==> config.mk <==
export PLATFORM = sky130hd
export DESIGN_NAME = mem_access
export DESIGN_NICKNAME = d
export VERILOG_FILES = /design/src/rtl/mem_access.sv
export SDC_FILE = /design/constraint.sdc
export NUM_CORES = 1
export LEC_CHECK = 0
export ABC_AREA = 0
export BUFFER_PORTS_ARGS = -buffer_cell sky130_fd_sc_hd__buf_2
export CAP_MARGIN = 30
export CORE_MARGIN = 4
export CORE_UTILIZATION = 57
export CTS_CLUSTER_DIAMETER = 150
export DETAILED_ROUTE_END_ITERATION = 12
export PLACE_DENSITY = 0.86
export SETUP_SLACK_MARGIN = 0.1
export SLEW_MARGIN = 40
export SYNTH_ARGS = -nofsm -noshare
export SYNTH_HDL_FRONTEND = slang
export SYNTH_SLANG_ARGS = --single-unit
==> constraint.sdc <==
create_clock -name clk -period 12 [get_ports clk]
set_input_delay 2.4 -clock clk [delete_from_list [all_inputs] [get_ports clk]]
set_output_delay 2.4 -clock clk [all_outputs]
set_load 0.05 [all_outputs]
==> src/rtl/mem_access.sv <==
// mem_access: MEM-stage load/store unit bridging the EX/MEM register to a
// 64-bit data bus. IDLE/BUSY/DONE handshake, byte-lane steering, load
// sign/zero extension and misalignment detection.
// Optional bus timeout: define MEM_ACCESS_TIMEOUT_EN to abort BUSY after
// 255 cycles without ack_i and flag bus_err_o for the DONE cycle.
module mem_access (
   input  logic        clk,
   input  logic        rst,
   input  logic [2:0]  funct3_i,
   input  logic [4:0]  rd_idx_i,
   input  logic        wb_i,
   input  logic [63:0] result_i,
   input  logic        rmem_i,
   input  logic        wmem_i,
   input  logic [63:0] wmem_data_i,
   output logic        req_o,
   output logic        we_o,
   output logic [63:0] addr_o,
   output logic [63:0] wdata_o,
   output logic [7:0]  wstrb_o,
   input  logic [63:0] rdata_i,
   input  logic        ack_i,
   output logic        hold_o,
   output logic [4:0]  rd_idx_o,
   output logic        wb_o,
   output logic [63:0] wb_data_o,
   output logic        misalign_o,
   output logic        bus_err_o
);

   typedef enum logic [1:0] {IDLE, BUSY, DONE} state_t;

   state_t      state;
   logic [63:0] addr_q;
   logic [63:0] sdata_q;
   logic [63:0] data_q;
   logic [1:0]  size_q;
   logic        uns_q;
   logic        store_q;
   logic        wb_q;
   logic [4:0]  rd_q;
`ifdef MEM_ACCESS_TIMEOUT_EN
   logic [7:0]  cnt_q;
   logic        err_q;
`endif

   logic        access;
   logic        misal;
   logic [5:0]  lane_shift;
   logic [63:0] rdata_shifted;

   // True when the offset is not a multiple of the access size
   function automatic logic is_misaligned(input logic [1:0] sz, input logic [2:0] off);
      case (sz)
         2'b00:   is_misaligned = 1'b0;
         2'b01:   is_misaligned = off[0];
         2'b10:   is_misaligned = |off[1:0];
         default: is_misaligned = |off;
      endcase
   endfunction

   // Byte-enable pattern for an access of the given size at offset 0
   function automatic logic [7:0] size_mask(input logic [1:0] sz);
      case (sz)
         2'b00:   size_mask = 8'h01;
         2'b01:   size_mask = 8'h03;
         2'b10:   size_mask = 8'h0F;
         default: size_mask = 8'hFF;
      endcase
   endfunction

   // Sign- or zero-extend the low bytes of an LSB-justified load value
   function automatic logic [63:0] extend(input logic [63:0] raw, input logic [1:0] sz,
                                          input logic uns);
      case (sz)
         2'b00:   extend = uns ? 64'(raw[7:0])  : {{56{raw[7]}},  raw[7:0]};
         2'b01:   extend = uns ? 64'(raw[15:0]) : {{48{raw[15]}}, raw[15:0]};
         2'b10:   extend = uns ? 64'(raw[31:0]) : {{32{raw[31]}}, raw[31:0]};
         default: extend = raw;
      endcase
   endfunction

   assign access        = rmem_i | wmem_i;
   assign misal         = is_misaligned(funct3_i[1:0], result_i[2:0]);
   assign lane_shift    = {addr_q[2:0], 3'b000};
   assign rdata_shifted = rdata_i >> lane_shift;

   // FSM and latched access context
   always_ff @(posedge clk or posedge rst) begin
      if (rst) begin
         state   <= IDLE;
         addr_q  <= '0;
         sdata_q <= '0;
         data_q  <= '0;
         size_q  <= '0;
         uns_q   <= 1'b0;
         store_q <= 1'b0;
         wb_q    <= 1'b0;
         rd_q    <= '0;
`ifdef MEM_ACCESS_TIMEOUT_EN
         cnt_q   <= '0;
         err_q   <= 1'b0;
`endif
      end else begin
         case (state)
            IDLE: begin
               if (access && !misal) begin
                  addr_q  <= result_i;
                  sdata_q <= wmem_data_i;
                  size_q  <= funct3_i[1:0];
                  uns_q   <= funct3_i[2];
                  store_q <= ~rmem_i;          // load wins when both are set
                  wb_q    <= wb_i;
                  rd_q    <= rd_idx_i;
                  state   <= BUSY;
`ifdef MEM_ACCESS_TIMEOUT_EN
                  cnt_q   <= '0;
                  err_q   <= 1'b0;
`endif
               end
            end
            BUSY: begin
               if (ack_i) begin
                  data_q <= extend(rdata_shifted, size_q, uns_q);
                  state  <= DONE;
               end
`ifdef MEM_ACCESS_TIMEOUT_EN
               else if (cnt_q == 8'd254) begin
                  cnt_q  <= 8'd255;
                  err_q  <= 1'b1;
                  data_q <= '0;
                  state  <= DONE;
               end else begin
                  cnt_q <= cnt_q + 8'd1;
               end
`endif
            end
            default: state <= IDLE;
         endcase
      end
   end

   // Bus, stall and writeback outputs decoded from state and inputs
   always_comb begin
      req_o      = 1'b0;
      we_o       = 1'b0;
      addr_o     = {addr_q[63:3], 3'b000};
      wdata_o    = sdata_q << lane_shift;
      wstrb_o    = 8'h00;
      hold_o     = 1'b0;
      rd_idx_o   = rd_idx_i;
      wb_o       = wb_i;
      wb_data_o  = result_i;
      misalign_o = 1'b0;
      bus_err_o  = 1'b0;
      case (state)
         IDLE: begin
            if (access) begin
               wb_o = 1'b0;
               if (misal) misalign_o = 1'b1;
               else       hold_o     = 1'b1;
            end
         end
         BUSY: begin
            req_o     = 1'b1;
            hold_o    = 1'b1;
            we_o      = store_q;
            wstrb_o   = size_mask(size_q) << addr_q[2:0];
            rd_idx_o  = rd_q;
            wb_o      = 1'b0;
            wb_data_o = addr_q;
         end
         default: begin
            rd_idx_o = rd_q;
`ifdef MEM_ACCESS_TIMEOUT_EN
            if (err_q) begin
               bus_err_o = 1'b1;
               wb_o      = 1'b0;
               wb_data_o = '0;
            end else
`endif
            if (store_q) begin
               wb_o      = 1'b0;
               wb_data_o = addr_q;
            end else begin
               wb_o      = wb_q;
               wb_data_o = data_q;
            end
         end
      endcase
   end

endmodule

# --- Yosys cells after proc, flatten, opt, wreduce, memory -nomap -nowiden ---
# Index checks and enable logic that the tools add are counted.
classes:
  bitwise_logic: 2
  shifts: 3
  n_mux: 25
  reduce_logical: 10
  eq_ne: 7
ops:
  columns: ["op", "count"]
  rows:
  - ["two-way mux 64 bit", 4]
  - ["case mux 64 bit (3 select lines)", 1]
  - ["case mux 64 bit (2 select lines)", 1]
  - ["<< shifter 64 x 6 -> 64 bit", 1]
  - [">> shifter 64 x 6 -> 64 bit", 1]
  - ["case mux 8 bit (3 select lines)", 1]
  - ["two-way mux 8 bit", 2]
  - ["two-way mux 1 bit", 9]
  - ["<< shifter 8 x 3 -> 8 bit", 1]
  - ["== test 2 x 1 -> 1 bit, second input constant", 3]
  - ["zero test 2 bit", 3]
  - ["AND reduction 2 bit", 3]
  - ["two-way mux 5 bit", 1]
  - ["== test 2 bit, second input constant", 2]
  - ["two-way mux 2 bit", 2]
  - ["inequality test 2 bit, second input constant", 2]
  - ["case mux 1 bit (2 select lines)", 2]
  - ["case mux 2 bit (2 select lines)", 1]
  - ["case mux 1 bit (3 select lines)", 1]
  - ["OR reduction 3 bit", 1]
  - ["OR reduction 2 bit", 1]
  - ["logical AND 1 bit", 1]
  - ["zero test 1 bit", 1]
  - ["inverter 1 bit", 1]
  - ["OR 1 bit", 1]
totals:
  wordCells: 56
  out_inout_bits: 211
  register_bits: 204
  inputBits: 206

# --- Longest topological paths before layout ---
depth:
  depth_word: 6
  mapped_depth: 8
  ltp_nobuf: 6

# --- Worst setup path before layout ---
# Ideal clock, no wire load.
synth_timing:
  path_kind: "input port to output port"
  from: "input funct3_i[0]"
  to: "output misalign_o"
  arrival_ns: 3.660
  slack_ns: 5.940
  path_stages: 3
  required_time_ns: 9.600
  path_buffers: 0
  cell_sequence: "a21o_1 a21oi_1 nor3_1"
synth_between:
  elab_chain_cells: 5
  word_cells_on_any_way: 7
  cone_classes: "eq/ne (2); mux (4); reduce/logical (1)"
synth_rtl:
  columns: ["item", "line", "text"]
  rows:
  - ["start: declaration", "9", "input logic [2:0] funct3_i,"]
  - ["== test 2 bit, or another cell as far along", "54", "case (sz)"]
  - ["case mux 1 bit (3 select lines) (*)", "54", null]
  - ["two-way mux 1 bit (*)", "160", "if (misal) misalign_o = 1'b1;"]
  - ["two-way mux 1 bit (*)", "158", "if (access) begin"]
  - ["two-way mux 1 bit (*)", "156", "case (state)"]
  - ["end: declaration", "27", "output logic misalign_o,"]
# Mark *: on every way between the ends. The rest lies on a longest branch, timed or not.

# --- Final worst setup path ---
layout_timing:
  from: "input funct3_i[0]"
  to: "output hold_o"
layout_between:
  elab_chain_cells: 5
  word_cells_on_any_way: 7
  cone_classes: "eq/ne (2); mux (4); reduce/logical (1)"
layout_rtl:
  columns: ["item", "line", "text"]
  rows:
  - ["== test 2 bit, or another cell as far along", "54", null]
  - ["case mux 1 bit (3 select lines) (*)", "54", null]
  - ["two-way mux 1 bit (*)", "160", null]
  - ["two-way mux 1 bit (*)", "158", null]
  - ["case mux 1 bit (2 select lines) (*)", "156", null]
  - ["end: declaration", "23", "output logic hold_o,"]
# Marked as above.

==> flow_metrics.py <==
metrics = {
    "final_layout": {
        "fin_area_sq_mm": 0.0163,
        "layout_common_cells": "buf_2, dfrtp_1, mux2_2",
        "multi_input_area_sq_mm": 0.00765,
        "ff_latch_area_sq_mm": 0.00512,
        "final_layout_size_suffix_gt1_share_pct": 41.6,
        "fin_nets": 1922,
        "synthToLayoutAreaGrowth_pct": 18.1,
        "final_common_cell": "buf_2",
        "fillCellCount": 1862,
    },
    "yosys": {
        "synth_largest_area_cell": "dfrtp_1",
        "ys_warn_count": 0,
        "ys.flop_type": "dfrtp_1",
        "synthDistinctLibCells": 50,
        "syn-cell-area_sq_mm": 0.0138,
        "synth_edf_count": 0,
        "yosysSeqAreaShare_pct": 36.9,
        "synth_cells": 1443,
        "ys_ff_latch": 204,
        "synth_top_area_share_pct": 36.9,
        "syn_avg_cell_area_sq_um": 9.58,
        "synth.area.top_cells": "dfrtp_1, mux2_2, mux2i_1, a21oi_1, nor2_1",
        "synth-async-reset-ratio_pct": 100,
    },
    "critical_path": {
        "setup.worst_path.start_class": "input pin",
        "cp_common_cell": "buf_2",
        "cp_slowest_stage_delay_ns": 0.39,
        "cp_max_fo": 42,
        "path_cells": "buf_2, a21o_1, a21oi_1, nand2_4, nand2_1, buf_2",
        "worstPathRequired_ns": 9.60,
        "critPathTopFamily": "simple AND/OR/NAND/NOR gates",
        "worstSetupPathType": "input pin to output pin",
        "critPathCaptureType": "output pin",
        "critPathArrivalTime_ns": 3.85,
        "cp_num_buf_inv": 2,
        "cp_slowest_cell": "nand2_4",
    },
    "power_and_ir_drop": {
        "p_leak_nw": 7.55,
        "peakVddDrop_mv": 0.280,
        "power_density_mw_per_mm2": 332,
    },
    "timing": {
        "drv_slew": 0,
        "timing.final.crit_share_pct": 52.1,
        "fin_setup_tns_ns": 0,
        "hold_viol": 0,
        "fmax_ghz": 0.160,
        "fin_crit_ns": 6.25,
        "rsz0062_at_grt": "no",
        "tightest_slew_ns": 0.841,
        "relSlewSlack_pct": 43.9,
        "skew_ns": 0.0239,
        "setup_violations": 0,
    },
    "grt": {
        "met2_usage_pct": 60.0,
        "grt_usage_pct": 33.5,
        "grt_pass1_vias": 12574,
        "busiest_layer": "met2",
        "grt_pass1_wl_mm": 70.3,
        "gr-total-overflow": 0,
        "grt_max_degree": 202,
        "antenna_found_initial": 12,
        "grt_use_met1_pct": 37.5,
        "use_met3_pct": 8.06,
    },
    "clocking": {
        "h-tree-depth": 1,
        "cts.sinks": 204,
        "root_buffer": "clkbuf_16",
        "post_cts_resized": 0,
        "numCtsBuffers": 24,
        "clk_latency_ns": 0.53,
        "cts_tree": "built",
        "ctsHoldBuffers": 0,
        "cts_setup_buffers": 0,
        "path_clk_slew_ns": 0.06,
        "cts_buffer_depth": 3,
    },
    "detailed_routing": {
        "drt-vias-per-instance": 6.13,
        "drtIter0Drc": 1120,
        "wire_per_inst_um": 22.9,
        "vias": 12630,
        "dr.pass1.iters": 5,
        "ant_nets": 0,
        "drt-total-wl_mm": 47.2,
        "drcViolationCount": 0,
    },
    "floorplan": {
        "fp.dieW_um": 164,
        "coreArea_sq_mm": 0.0237,
        "start_util_pct": 58.4,
        "die_y_um": 164,
        "io_pins": 417,
        "num_rows": 56,
        "dieArea_sq_mm": 0.0268,
    },
    "place": {
        "post_dp_cell_area_sq_mm": 0.0154,
        "place.gp.congestion": 0.942,
        "numPortBuffers": 412,
        "dp_hpwl_mm": 34.1,
    },
    "min_path": {
        "hp-class": "flip-flop to flip-flop",
    },
    "job": {
        "maxCapViolCount": 0,
    },
    "status": {
        "status": "finished clean",
    },
}
[worst reg2reg max path: cells and delay by family (launching register included)]
family | cells | cell delay, ns
flip-flops | 1 | 0.35
buffers and inverters | 2 | 1.15
multiplexers | 1 | 0.51
AND/OR/NAND/NOR | 3 | 1.35
[final cells by class]
cell class                 instances  share of cell area [%]
clock buffer                      33                    4.25
sequential                       204                    31.4
tap                              319                    2.45
timing repair buffer             429                    13.8
multi-input combinational       1048                    46.9
clock inverter                     9                   0.843
inverter                           9                   0.284
antenna                            9                   0.138
[where the power goes]
group          internal, mW  switching, mW  total, mW
sequential            0.991          0.358       1.35
combinational          1.00           2.30       3.30
clock                 0.469          0.304      0.773
total                  2.46           2.96       5.43
[state kept, by name, indices dropped and copies added (netlist names)]
register and cells:
store_q 1, size_q 2, addr_q 64, data_q 64, uns_q 1, rd_q 5, wb_q 1, state 2
sdata_q 64
[routing by layer]
metal	up-vias	part of all wire [%]	wire length, um
met5	-	0.072	34
li1	5671	-	-
met1	6129	36	16900
met4	6	5.3	2500
met3	159	8.8	4160
met2	665	50	23600
[kinds of logic (layout without fill, tap and decap cells)]
| logic type | count (synthesis) | in the layout | share of synthesized area [%] |
|---|---|---|---|
| AOI/OAI and AO/OA | 374 | 374 | 17.3 |
| and+or+nand+nor | 340 | 340 | 11.6 |
| muxes | 330 | 330 | 26.1 |
| DFF | 204 | 204 | 36.9 |
| buffers and inverters | 194 | 480 | 8.01 |
| other | 1 | 13 | 0.0271 |
[metrics by stage]
stage | hold slack (ns) | total power [mW] | std cells | utilization, % | setup WS, ns
after floorplan | 0.449 | 3.95 | 1446 | - | 4.03
after global placement | 0.463 | 4.54 | 2007 | 65.0 | 5.78
after detailed placement | 0.483 | 4.61 | 2007 | 65.1 | 5.76
after CTS | 0.497 | 5.40 | 2049 | 68.6 | 5.75
after global routing | 0.525 | 5.68 | 2058 | 68.9 | 5.65
final | 0.500 | 5.43 | 2060 | 68.9 | 5.75
[cells in the mapped netlist (all sizes together) (2+ instances only)]
library cell  count
a21oi           163
nand3b            6
o211ai            2
nor2b            63
or3               2
nor2            160
or2               3
a31oi            18
buf             132
nor4              3
clkbuf           53
and3              4
mux4              6
dfrtp           204
o21ai            58
o2bb2ai           7
a2bb2oi           4
a211oi           72
inv               9
mux2            177
mux2i           147
nand2            69
nor3              5
and2             11
nand2b           12
o22ai            43
[final timing paths]
check	from	cells past startpoint	slack (ns)	endpoint
max	funct3_i[0]	6	5.75	hold_o
min	data_q[15]	2	0.50	data_q[15]
max reg2reg	state[0]	6	8.54	addr_q[47]
min reg2reg	data_q[15]	2	0.50	data_q[15]
max in group asynchronous	rst	3	8.80	addr_q[1]
min in group asynchronous	rst	2	1.99	sdata_q[41]
Note: power is estimated with default switching activity, not from simulation.
